File: src/rtl/dsp_mult_share_arbiter.sv
// Shares one 20x18 DSP multiplier among NREQ valid/ready requesters; results return with id via a FIFO.
// Optional DSP_MULT_ARB_RR_EN selects round-robin arbitration (default: fixed priority, index 0 highest).
module dsp_mult_share_arbiter #(
  parameter int NREQ      = 4,
  parameter int DEPTH     = 4,
  parameter int DSP_REGIN = 0
) (
  input  logic                      clock_i,
  input  logic                      reset_n_i,
  input  logic [NREQ-1:0]           req_valid_i,
  output logic [NREQ-1:0]           req_ready_o,
  input  logic [NREQ*20-1:0]        req_a_i,
  input  logic [NREQ*18-1:0]        req_b_i,
  input  logic [NREQ-1:0]           req_unsigned_a_i,
  input  logic [NREQ-1:0]           req_unsigned_b_i,
  output logic [19:0]               dsp_a_o,
  output logic [17:0]               dsp_b_o,
  output logic                      dsp_unsigned_a_o,
  output logic                      dsp_unsigned_b_o,
  output logic [2:0]                dsp_feedback_o,
  output logic                      dsp_register_inputs_o,
  output logic [2:0]                dsp_output_select_o,
  input  logic [37:0]               dsp_z_i,
  output logic                      rsp_valid_o,
  input  logic                      rsp_ready_i,
  output logic [37:0]               rsp_z_o,
  output logic [$clog2(NREQ)-1:0]   rsp_id_o,
  output logic                      busy_o
);

  localparam int IDW = $clog2(NREQ);
  localparam int AW  = $clog2(DEPTH);
  localparam int CW  = $clog2(DEPTH + 1);

  logic            r_run;
  logic [CW-1:0]   r_credits;
  logic            w_can_accept;
  logic [NREQ-1:0] w_grant;
  logic [IDW-1:0]  w_gnt_id;
  logic            w_found;
  logic            w_accept;
  logic            w_push;
  logic [IDW-1:0]  w_push_id;
  logic            w_pop;

  logic [19:0]     r_a;
  logic [17:0]     r_b;
  logic            r_ua;
  logic            r_ub;
  logic            r_v0;
  logic [IDW-1:0]  r_id0;

  logic [37:0]     r_mem_z  [DEPTH];
  logic [IDW-1:0]  r_mem_id [DEPTH];
  logic [AW-1:0]   r_wptr;
  logic [AW-1:0]   r_rptr;
  logic [CW-1:0]   r_count;

  // r_run keeps req_ready_o low while reset is asserted and for the release cycle
  always_ff @(posedge clock_i or negedge reset_n_i) begin
    if (!reset_n_i) r_run <= 1'b0;
    else            r_run <= 1'b1;
  end

  assign w_can_accept = r_run && (r_credits < CW'(DEPTH));

`ifdef DSP_MULT_ARB_RR_EN
  logic [IDW-1:0] r_ptr;
  logic [IDW-1:0] w_scan_id;

  always_comb begin
    w_grant   = '0;
    w_gnt_id  = '0;
    w_found   = 1'b0;
    w_scan_id = '0;
    if (w_can_accept) begin
      for (int unsigned i = 0; i < NREQ; i++) begin
        w_scan_id = IDW'((32'(r_ptr) + i) % NREQ);
        if (!w_found && req_valid_i[w_scan_id]) begin
          w_found             = 1'b1;
          w_grant[w_scan_id]  = 1'b1;
          w_gnt_id            = w_scan_id;
        end
      end
    end
  end

  always_ff @(posedge clock_i or negedge reset_n_i) begin
    if (!reset_n_i)    r_ptr <= '0;
    else if (w_accept) r_ptr <= (w_gnt_id == IDW'(NREQ - 1)) ? '0 : w_gnt_id + 1'b1;
  end
`else
  always_comb begin
    w_grant  = '0;
    w_gnt_id = '0;
    w_found  = 1'b0;
    if (w_can_accept) begin
      for (int unsigned i = 0; i < NREQ; i++) begin
        if (!w_found && req_valid_i[IDW'(i)]) begin
          w_found             = 1'b1;
          w_grant[IDW'(i)]    = 1'b1;
          w_gnt_id            = IDW'(i);
        end
      end
    end
  end
`endif

  assign w_accept    = |w_grant;
  assign req_ready_o = w_grant;

  always_ff @(posedge clock_i or negedge reset_n_i) begin
    if (!reset_n_i) begin
      r_a   <= '0;
      r_b   <= '0;
      r_ua  <= 1'b0;
      r_ub  <= 1'b0;
      r_v0  <= 1'b0;
      r_id0 <= '0;
    end else begin
      r_v0 <= w_accept;
      if (w_accept) begin
        r_a   <= req_a_i[w_gnt_id*20 +: 20];
        r_b   <= req_b_i[w_gnt_id*18 +: 18];
        r_ua  <= req_unsigned_a_i[w_gnt_id];
        r_ub  <= req_unsigned_b_i[w_gnt_id];
        r_id0 <= w_gnt_id;
      end
    end
  end

  assign dsp_a_o               = r_a;
  assign dsp_b_o               = r_b;
  assign dsp_unsigned_a_o      = r_ua;
  assign dsp_unsigned_b_o      = r_ub;
  assign dsp_feedback_o        = 3'h0;
  assign dsp_register_inputs_o = (DSP_REGIN != 0);
  assign dsp_output_select_o   = 3'h0;

  // With DSP input registers enabled the product appears one cycle later, so the tag is delayed to match
  generate
    if (DSP_REGIN != 0) begin : g_regin
      logic           r_v1;
      logic [IDW-1:0] r_id1;
      always_ff @(posedge clock_i or negedge reset_n_i) begin
        if (!reset_n_i) begin
          r_v1  <= 1'b0;
          r_id1 <= '0;
        end else begin
          r_v1  <= r_v0;
          r_id1 <= r_id0;
        end
      end
      assign w_push    = r_v1;
      assign w_push_id = r_id1;
    end else begin : g_noregin
      assign w_push    = r_v0;
      assign w_push_id = r_id0;
    end
  endgenerate

  assign rsp_valid_o = (r_count != '0);
  assign w_pop       = rsp_valid_o && rsp_ready_i;

  always_ff @(posedge clock_i or negedge reset_n_i) begin
    if (!reset_n_i) begin
      for (int unsigned i = 0; i < DEPTH; i++) begin
        r_mem_z[AW'(i)]  <= '0;
        r_mem_id[AW'(i)] <= '0;
      end
      r_wptr  <= '0;
      r_rptr  <= '0;
      r_count <= '0;
    end else begin
      if (w_push) begin
        r_mem_z[r_wptr]  <= dsp_z_i;
        r_mem_id[r_wptr] <= w_push_id;
        r_wptr           <= r_wptr + 1'b1;
      end
      if (w_pop) r_rptr <= r_rptr + 1'b1;
      case ({w_push, w_pop})
        2'b10:   r_count <= r_count + 1'b1;
        2'b01:   r_count <= r_count - 1'b1;
        default: ;
      endcase
    end
  end

  // Credits cover in-flight products plus FIFO occupancy, so a push never meets a full FIFO
  always_ff @(posedge clock_i or negedge reset_n_i) begin
    if (!reset_n_i) begin
      r_credits <= '0;
    end else begin
      case ({w_accept, w_pop})
        2'b10:   r_credits <= r_credits + 1'b1;
        2'b01:   r_credits <= r_credits - 1'b1;
        default: ;
      endcase
    end
  end

  assign rsp_z_o  = r_mem_z[r_rptr];
  assign rsp_id_o = r_mem_id[r_rptr];
  assign busy_o   = (r_credits != '0);

endmodule

File: config.mk
export PLATFORM = sky130hd
export DESIGN_NAME = dsp_mult_share_arbiter
export DESIGN_NICKNAME = d
export VERILOG_FILES = /design/src/rtl/dsp_mult_share_arbiter.sv
export SDC_FILE = /design/constraint.sdc
export NUM_CORES = 1
export LEC_CHECK = 0
export CAP_MARGIN = 10
export CORE_ASPECT_RATIO = 2
export CORE_MARGIN = 5
export CORE_UTILIZATION = 45
export CTS_CLUSTER_DIAMETER = 50
export CTS_CLUSTER_SIZE = 25
export DETAILED_ROUTE_END_ITERATION = 10
export GPL_ROUTABILITY_DRIVEN = 0
export PLACE_DENSITY_LB_ADDON = 0.12
export SKIP_LAST_GASP = 1
export SLEW_MARGIN = 20
export SYNTH_ARGS = -nofsm -noshare
export SYNTH_HDL_FRONTEND = slang
export SYNTH_SLANG_ARGS = --single-unit
File: constraint.sdc
create_clock -name clock_i -period 4.34 [get_ports clock_i]
set_input_delay 0.868 -clock clock_i [delete_from_list [all_inputs] [get_ports clock_i]]
set_output_delay 0.868 -clock clock_i [all_outputs]
set_load 0.01 [all_outputs]
; Word level (Yosys, flattened, before mapping)
; Cells that the tools add are included.
[op_classes]
add_sub_neg = 6
n_mul = 2
magnitude_cmp = 5
n_eq_ne = 4
shifts = 2
mux = 32
bitwise = 2
reduce_logical = 14
[ops]
columns = operator, n
row1 = bitwise mux 152 bit, 1
row2 = 2-to-1 mux 38 bit, 3
row3 = variable part select 80 x 8 -> 20 bit, 1
row4 = binary-select mux 38 bit (select 2 bit), 1
row5 = demux 38 bit (select 2 bit), 1
row6 = variable part select 72 x 8 -> 18 bit, 1
row7 = 2-to-1 mux 1 bit, 12
row8 = 2-to-1 mux 2 bit, 6
row9 = case mux 3 bit (2 select lines), 2
row10 = bitwise mux 8 bit, 1
row11 = adder 3 x 1 -> 3 bit (second input constant), 2
row12 = >= comparator 3 bit (second input constant), 2
row13 = logical AND 1 bit, 6
row14 = multiplier 2 x 4 -> 6 bit (second input constant), 1
row15 = inverter 2 -> 3 bit, 2
row16 = nonzero test 3 bit, 2
row17 = subtractor 3 x 1 -> 3 bit (second input constant), 2
row18 = multiplier 2 x 3 -> 5 bit (second input constant), 1
row19 = adder 2 x 1 -> 2 bit (second input constant), 2
row20 = binary-select mux 1 bit (select 2 bit), 2
row21 = binary-select mux 2 bit (select 2 bit), 1
row22 = demux 2 bit (select 2 bit), 1
row23 = == test 2 x 1 -> 1 bit (second input constant), 2
row24 = == test 2 bit (second input constant), 2
row25 = 7 further kinds, 10
[totals]
ff_bits = 214
input_bits = 205
output_inout_bits = 93
elab_cells = 86

; Depth between registers and ports, before layout
; Gate-level depths: netlist of the first run.
[logic_depth]
depth_word = 18
depth_mapped = 10

; Worst setup path after synthesis of the first run
; Ideal clock, no wire load.
[synth_timing]
path_kind = input port to flip-flop
from = input port req_valid_i[2]
to = register r_credits[2]
setup_time_ns = 0.079
t_arrival_ns = 2.537
required_time_ns = 4.261
path_slack_ns = 1.724
cell_stages = 10
path_buffers = 1
path_cell_list = nor2_1 > nand2_1 > nand2_2 > buf_1 > ha_1 > inv_1 > fa_1 > xor2_1 > nor2_1 > xor2_1
[synth_between]
elab_chain_cells = 10
word_cells_on_any_way = 13
cone_classes = eq/ne (2) / mux (6) / reduce/logical (5)
[synth_lines]
columns = element, line_no
row1 = from (decl), 10  ; input logic [NREQ-1:0] req_valid_i,
row2 = logical AND 1 bit *, 99  ; if (!w_found && req_valid_i[IDW'(i)]) begin
row3 = 2-to-1 mux 1 bit, 99
row4 = 2-to-1 mux 1 bit, 97  ; if (w_can_accept) begin
row5 = logical NOT 1 bit, 99
row6 = logical AND 1 bit, 99
row7 = 2-to-1 mux 1 bit, 99
row8 = 2-to-1 mux 4 bit *, 97
row9 = OR reduction 4 bit *, 109  ; assign w_accept = |w_grant;
row10 = == test 2 x 1 -> 1 bit / == test 2 bit (equally long branches), 194  ; case ({w_accept, w_pop})
row11 = case mux 3 bit (2 select lines) / nonzero test 2 bit (equally long branches), --
row12 = to (signal assigned), 195  ; 2'b10: r_credits <= r_credits + 1'b1;
row13 = to (signal assigned), 196  ; 2'b01: r_credits <= r_credits - 1'b1;
row14 = to (decl), 36  ; logic [CW-1:0] r_credits;
; Every way passes the cells marked *; elsewhere a longest branch is shown, timed or not. The select of a mux whose other input is x is not followed.
; A chain may end at the register's enable or synchronous reset.

; Final worst setup path of the first run
[layout_timing]
from = input port req_valid_i[0]
to = output port req_ready_o[1]
[layout_between]
elab_chain_cells = 6
[layout_lines]
columns = element, line_no
row1 = 2-to-1 mux 1 bit, 99
row2 = 2-to-1 mux 1 bit, 97
row3 = logical NOT 1 bit, 99
row4 = logical AND 1 bit, 99
row5 = 2-to-1 mux 1 bit, 99
row6 = 2-to-1 mux 4 bit, 97
row7 = to (decl), 11  ; output logic [NREQ-1:0] req_ready_o,
; Every way passes these cells. The select of a mux whose other input is x is not followed.

==> results of run 1 <==
layout make-up:
cell class / count / area (um2) / share of cell area [%]
clock buffers: 18 / 407 / 2.96
inverters: 13 / 48.8 / 0.355
flip-flops and latches: 214 / 5360 / 39.0
well taps: 276 / 345 / 2.51
clock inverters: 6 / 81.3 / 0.592
repair buffers: 305 / 3040 / 22.1
multi-input cells: 439 / 4460 / 32.4
diodes: 1 / 2.50 / 0.0182
flip-flops by register name, summed over array words and instances, names as in the netlist:
register,count
r_wptr,2
r_run,1
r_v0,1
r_rptr,2
dsp_unsigned_a_o,1
r_mem_id,8
r_id0,2
dsp_a_o,20
r_credits,3
dsp_unsigned_b_o,1
dsp_b_o,18
r_count,3
r_mem_z,152
logic make-up (layout without fill, tap and decap cells):
family | Yosys count | after routing
mux | 256 | 256
xor+xnor | 9 | 9
fa+ha+maj | 8 | 8
compound gates | 79 | 79
other cells | 2 | 9
flops | 214 | 214
simple gates | 79 | 79
buf+inv | 68 | 342
per-stage QoR:
step	setup slack, ns	cells	hold slack, ns	instance area, um2
2_1_floorplan	1.72	721	0.435	10200
3_3_place_gp	0.779	1247	0.459	13300
3_5_place_dp	0.780	1247	0.464	13300
4_1_cts	0.730	1271	0.481	13700
5_1_grt	0.649	1272	0.506	13700
6_report	0.784	1272	0.468	13700
layer usage:
layer	part of all wire, %	up-vias	track usage (%)
met5	0	-	0
li1	-	3171	-
met1	36	3423	22.8
met4	2.2	0	4.98
met3	6.8	28	4.60
met2	55	229	37.6
critical path, cell delays in order:
cell	delay [ns]
sky130_fd_sc_hd__clkdlybuf4s50_1	0.57
sky130_fd_sc_hd__inv_1	0.36
sky130_fd_sc_hd__nand3_2	0.25
sky130_fd_sc_hd__inv_1	0.10
sky130_fd_sc_hd__clkdlybuf4s50_1	0.53
where the power goes:
part	leakage, nW	internal (mW)	total (mW)	switching (mW)
Clock	0.238	0.749	1.46	0.709
Combinational	3.17	2.68	4.29	1.61
Sequential	2.51	2.99	3.58	0.581
Total	5.92	6.43	9.32	2.90
placed cells by master (no fill, tap or decap), drive strengths merged:
master,n
a211o,1
clkinvlp,1
conb,8
fa,2
ha,6
mux4,40
and3,1
xnor2,3
clkbuf,19
o22ai,17
dfrtp,214
diode,1
a21oi,9
nor2,15
or2,1
o21ai,11
o221ai,23
clkdlybuf4s50,289
mux2i,56
a221oi,8
nand2b,2
and2,1
clkinv,2
buf,15
nand2,55
bufinv,1
and2b,1
a211oi,1
or3,2
nand3,1
mux2,160
xor2,6
inv,15
o22a,9
final timing paths:
check,start,to,depth (start not counted)
hold / removal,r_count[2]$_DFFE_PN0P_,r_count[2]$_DFFE_PN0P_,1
min in group asynchronous,reset_n_i,r_mem_z[127]$_DFFE_PN0P_,1
hold reg to reg,r_count[2]$_DFFE_PN0P_,r_count[2]$_DFFE_PN0P_,1
setup reg to reg,r_credits[2]$_DFFE_PN0P_,r_credits[2]$_DFFE_PN0P_,8
max in group asynchronous,reset_n_i,dsp_b_o[8]$_DFFE_PN0P_,2
setup / recovery,req_valid_i[0],req_ready_o[1],5
==> impl_summary.log, run 1 <==
INFO  metric run_status = finished clean
INFO  metric most_area_hungry_cell_type_in_the_yosys_netlist = sky130_fd_sc_hd__dfrtp_1
INFO  metric synth_largest_type_area_fraction = approximately 53%
INFO  metric residual_drc_count = 0
INFO  metric rsz0062_at_grt = false
INFO  metric detailed_place_hpwl = 18600 um
INFO  metric grt_pass1_wl = a little over 40000 um
INFO  metric num-nets-final = 1200
INFO  metric clk-insertion-delay-late = 0.47 ns
INFO  metric seq_area_frac_synth = 52.9%
INFO  metric die_w = between 100 and 150 um
INFO  metric cts.sink_count = 214
INFO  metric post_cts_buffers = 0
INFO  metric via_count_of_the_first_global_routing_pass = ~7600
INFO  metric tightestPinTransition = 1.09 ns
INFO  metric antenna_violations_before_repair = 1
INFO  metric post_synth_mux_area_share = around 32%
INFO  metric fin_crit_sh = between 80% and 90%
INFO  metric die_area = 25800 um2
INFO  metric floorplan.die.height = roughly 220 um
INFO  metric power.total = between 9 and 10 mW
INFO  metric cts-resized-gates = 0
INFO  metric ys.flop_type = sky130_fd_sc_hd__dfrtp_1
INFO  metric report.final.setup_viol = 0
INFO  metric hp-class = register to register
INFO  metric via_count = 6851
INFO  metric yosys.area_share.adder = around 1.1%
INFO  metric synth-compound-area-share = between 5 and 6%
INFO  metric regToRegSetupSlack = roughly 1.9 ns
INFO  metric synthesis.instances = around 700
INFO  metric areaGrowthSynthToFinish = 35.7%
INFO  metric ys_top_cells_by_count = sky130_fd_sc_hd__dfrtp_1 (214), sky130_fd_sc_hd__mux2_2 (160), sky130_fd_sc_hd__mux2i_1 (56), sky130_fd_sc_hd__nand2_1 (54), sky130_fd_sc_hd__mux4_2 (40)
INFO  metric grt_max_degree = about 110
INFO  metric overflow = 0
INFO  metric timing.final.hold_violations = 0
INFO  metric antenna_violating_nets_post_route = 0
INFO  metric cts.clk_slew.worst_paths = ~0.090 ns
INFO  metric design.portCount = about 300
INFO  metric global_route.usage.total = roughly a fifth
INFO  metric core_region_area = 22200 um2
INFO  metric ctsHoldBuffers = 0
INFO  metric critical_path_required = between 3 and 4 ns
INFO  metric synth_area_per_inst = approximately 14 um2
INFO  metric fin_skew = 0.0127 ns
INFO  metric timing_max_transition_violations_final = 0
INFO  metric fp-row-count = between 70 and 80
INFO  metric critical_path_source_type = primary input
INFO  metric p_leak = just under 6 nW
INFO  metric clock_tree_from_tritoncts = done
INFO  metric final_wirelength = 26000 um
INFO  metric yosys.cell_count.top_type = sky130_fd_sc_hd__dfrtp_1
INFO  metric critPathArrivalTime = around 2.7 ns
INFO  metric yosysWarningCount = 0
INFO  metric max_clock_freq = around 280 MHz
INFO  metric worst_slew_margin_rel = between 20% and 30%
INFO  metric layout.core_utilization = a little over 60%
INFO  metric postSynthRegisterBits = approximately 210
INFO  metric top_cells_by_area_in_the_synthesized_netlist = sky130_fd_sc_hd__dfrtp_1 (53%), sky130_fd_sc_hd__mux2_2 (18%), sky130_fd_sc_hd__mux4_2 (8.9%)
INFO  metric crit_type = primary input to primary output
INFO  metric h-tree-depth = 1
INFO  metric n_fill_cell = between 1500 and 2000
INFO  metric numPortBuffers = 290
INFO  metric drt_iter0_drcs = around 260
INFO  metric synth_edf_count = 0
INFO  metric yosys.area_share.xor_xnor = 0.778%
INFO  metric largest_family_of_logic_cells_by_synthesized_area = multiplexers
INFO  metric wirelength_per_cell = just over 20 um
INFO  metric clock_path_buffers = 3
INFO  metric cts_inserted_buffers = 14
INFO  metric syn_area = between 10000 and 15000 um2
INFO  metric post_synth_num_cell_types = 38
INFO  metric timing.max_cap.violations = 0
INFO  metric crit_path_end_kind = primary output
INFO  metric powerDensity = roughly 680 nW/um2
INFO  metric synth_simple_gate_area_share = between 3 and 4%
INFO  metric finalCriticalPeriod = 3.56 ns
INFO  metric final.setup.tns = 0 ns
INFO  metric critical_path.max_fanout = 11
INFO  metric peakVddDrop = around 0.43 mV
INFO  metric drt_first_pass_iters = 4
INFO  metric drive_gt1_share = around a quarter
INFO  metric vias_per_inst = 5.39
INFO  metric initial_standard_cell_utilization_of_the_core = 45.7%
INFO  metric async_flop_share = 100%
INFO  metric cts.root.buffer_cell = sky130_fd_sc_hd__clkbuf_16
(Power assumes the default switching activity.)
==> run 2, diff against run 1 <==
==> constraint.sdc (replaced) <==
create_clock -name clock_i -period 3.66 [get_ports clock_i]
set_input_delay 0.732 -clock clock_i [delete_from_list [all_inputs] [get_ports clock_i]]
set_output_delay 0.732 -clock clock_i [all_outputs]
set_load 0.01 [all_outputs]
==> impl_summary.log, run 2 (synthesis results as in run 1) <==
INFO  metric detailed_place_hpwl = 19000 um (+2.5%)
INFO  metric p_leak = 5.97 nW (+0.88%)
INFO  metric fp-row-count = 77 (unchanged)
INFO  metric finalCriticalPeriod = between 3 and 4 ns
INFO  metric numPortBuffers = 290 (unchanged)
INFO  metric critical_path_required = 2.93 ns (-0.54 ns)
INFO  metric fin_hold_ws = 0.375 ns (-0.0926 ns)
INFO  metric num-nets-final = 1208 (+0.67%)
INFO  metric fin_crit_sh = 89.3%
INFO  metric residual_drc_count = 0 (unchanged)
INFO  metric tightestPinTransition = 0.864 ns (-0.229 ns)
INFO  metric peakVddDrop = 0.466 mV (+8.9%)
INFO  metric fin_skew = 0.0208 ns (+0.00809 ns)
INFO  metric regToRegSetupSlack = 1.50 ns (-0.43 ns)
INFO  metric seqPwrFrac = 37.9% (-0.5 points)
INFO  metric pwr-share-clk = 16.1% (+0.5 points)
INFO  metric rsz0062_at_grt = false
INFO  metric report.final.setup_viol = 0 (unchanged)
INFO  metric timing.max_cap.violations = 0 (unchanged)
INFO  metric overflow = 0 (unchanged)
INFO  metric floorplan.die.height = 222 um (unchanged)
INFO  metric timing.rr.end = dsp_a_o[10]$_DFFE_PN0P_
INFO  metric hp-class = primary input to async pin
INFO  metric critical_path.max_fanout = 13 (+2)
INFO  metric n_fill_cell = 1825 (+2.4%)
INFO  metric h-tree-depth = 1 (unchanged)
INFO  metric die_area = 25800 um2 (unchanged)
INFO  metric timing.final.hold_violations = 0 (unchanged)
INFO  metric worst_slew_margin_rel = 42.4% (+15 points)
INFO  metric reg2reg_from = r_credits[2]$_DFFE_PN0P_
INFO  metric via_count = 6935 (+1.2%)
INFO  metric crit_type = register to primary output
INFO  metric cts-resized-gates = 0 (unchanged)
INFO  metric regMostFlops = r_mem_z
INFO  metric critical_path_source_type = register
INFO  metric crit_path_end_kind = primary output
INFO  metric layout.cells.most_common_list = sky130_fd_sc_hd__clkdlybuf4s50_1 (289), sky130_fd_sc_hd__dfrtp_1 (212), sky130_fd_sc_hd__mux2_2 (160)
INFO  metric run_status = finished clean
INFO  metric drt_first_pass_iters = 4 (unchanged)
INFO  metric final.setup.tns = 0 ns (unchanged)
INFO  metric power.internal = 7.69 mW (+20%)
INFO  metric global_route.usage.total = 20.4% (+0.18 points)
INFO  metric clock_tree_from_tritoncts = done
INFO  metric largest_register_ff_count = 152 (unchanged)
INFO  metric via_count_of_the_first_global_routing_pass = 7735 (+1.8%)
INFO  metric cts.clk_slew.worst_paths = 0.10 ns (about the same)
INFO  metric design.portCount = 298 (unchanged)
INFO  metric switchingPower = 3.47 mW (+20%)
INFO  metric max_clock_freq = 306 MHz
INFO  metric drt_iter0_drcs = 305 (+16%)
INFO  metric commonest_non_fill_non_tap_cell_in_the_layout = sky130_fd_sc_hd__clkdlybuf4s50_1
INFO  metric placed_cells = 1254 (+0.56%)
INFO  metric vias_per_inst = 5.43 (+0.75%)
INFO  metric die_w = 116 um (unchanged)
INFO  metric switching_share = 31.1% (about the same)
INFO  metric initial_standard_cell_utilization_of_the_core = 45.7% (unchanged)
INFO  metric finalInstanceArea = 13900 um2 (+0.82%)
INFO  metric grt_max_degree = 109 (+0.93%)
INFO  metric timing_max_transition_violations_final = 0 (unchanged)
INFO  metric cts.sink_count = 214 (unchanged)
INFO  metric cts_inserted_buffers = 15 (+1)
INFO  metric powerDensity = 805 nW/um2 (+19%)
INFO  metric antenna_violations_before_repair = 0 (-1)
INFO  metric antenna_violating_nets_post_route = 0 (unchanged)
INFO  metric dpl_cell_area = 13300 um2 (+0.68%)
INFO  metric cts.root.buffer_cell = sky130_fd_sc_hd__clkbuf_16
INFO  metric final_cell_count_no_fill = 1278 (+0.47%)
INFO  metric power_frac_comb = 46.1% (about the same)
INFO  metric post_cts_buffers = 0 (unchanged)
INFO  metric grt_pass1_wl = 41500 um (+1.7%)
INFO  metric critPathArrivalTime = 2.54 ns (-0.15 ns)
INFO  metric wirelength_per_cell = 20.5 um (+0.46%)
INFO  metric final_wirelength = 26200 um (+0.93%)
INFO  metric clk-insertion-delay-late = 0.48 ns (about the same)
INFO  metric reg2regPathDepth = 5 (-3)
INFO  metric areaGrowthSynthToFinish = 36.8%
INFO  metric ctsHoldBuffers = 0 (unchanged)
INFO  metric drive_gt1_share = 26.6% (+0.52 points)
INFO  metric core_region_area = 22200 um2 (unchanged)
INFO  metric clock_path_buffers = 3 (unchanged)
INFO  metric num_antenna_cells = 0 (-1)
## run 2: worst max path at each step
stage / from / to / slack [ns] / depth (start not counted)
floorplan: req_valid_i[2] / r_credits[2]$_DFFE_PN0P_ / 1.18 / 10
global placement: req_valid_i[0] / req_ready_o[3] / 0.60 / 5
detailed placement: req_valid_i[0] / req_ready_o[3] / 0.61 / 5
CTS: r_rptr[0]$_DFFE_PN0N_ / rsp_z_o[32] / 0.28 / 3
global route: r_rptr[0]$_DFFE_PN0N_ / rsp_z_o[32] / 0.25 / 3
finish: r_rptr[0]$_DFFE_PN0N_ / rsp_z_o[32] / 0.39 / 3
## run 2: critical path, cell delays in order, from the launching register on
cell	delay [ns]
sky130_fd_sc_hd__dfrtp_2	0.62
sky130_fd_sc_hd__buf_4	0.35
sky130_fd_sc_hd__mux4_2	0.58
sky130_fd_sc_hd__clkdlybuf4s50_1	0.50
## run 2: area by class of cell
class	count	area (um2)	share of cell area, %
sequential	214	5360	38.7
inverter	13	48.8	0.352
timing repair buffer	312	3130	22.6
clock inverter	8	134	0.966
multi-input combinational	439	4460	32.2
tap	276	345	2.49
clock buffer	16	379	2.74
## run 2: metal layers
| layer | vias to the layer above | GRT usage, % | share of wire, % |
|---|---|---|---|
| met3 | 34 | 5.28 | 7.4 |
| met4 | 0 | 5.28 | 2.4 |
| met1 | 3489 | 22.2 | 35 |
| met2 | 242 | 38.3 | 55 |
| li1 | 3170 | - | - |
| met5 | - | 0 | 0 |
## run 2: per-stage QoR
stage               setup WS [ns]  utilization, %  power [mW]
floorplan                    1.18               -        7.08
global placement            0.602            60.2        9.40
detailed placement          0.607            60.2        9.52
CTS                         0.277            62.5        11.4
global route                0.246            62.5        11.9
finish                      0.390            62.5        11.2
## run 2: power groups by stage
stage                     logic, mW  clock network (mW)  registers [mW]
after global routing           5.54                1.94            4.38
after CTS                      5.26                1.86            4.24
after detailed placement       5.24                   0            4.28
after global placement         5.17                   0            4.23
after floorplan                2.98                   0            4.10
final                          5.14                1.79            4.23
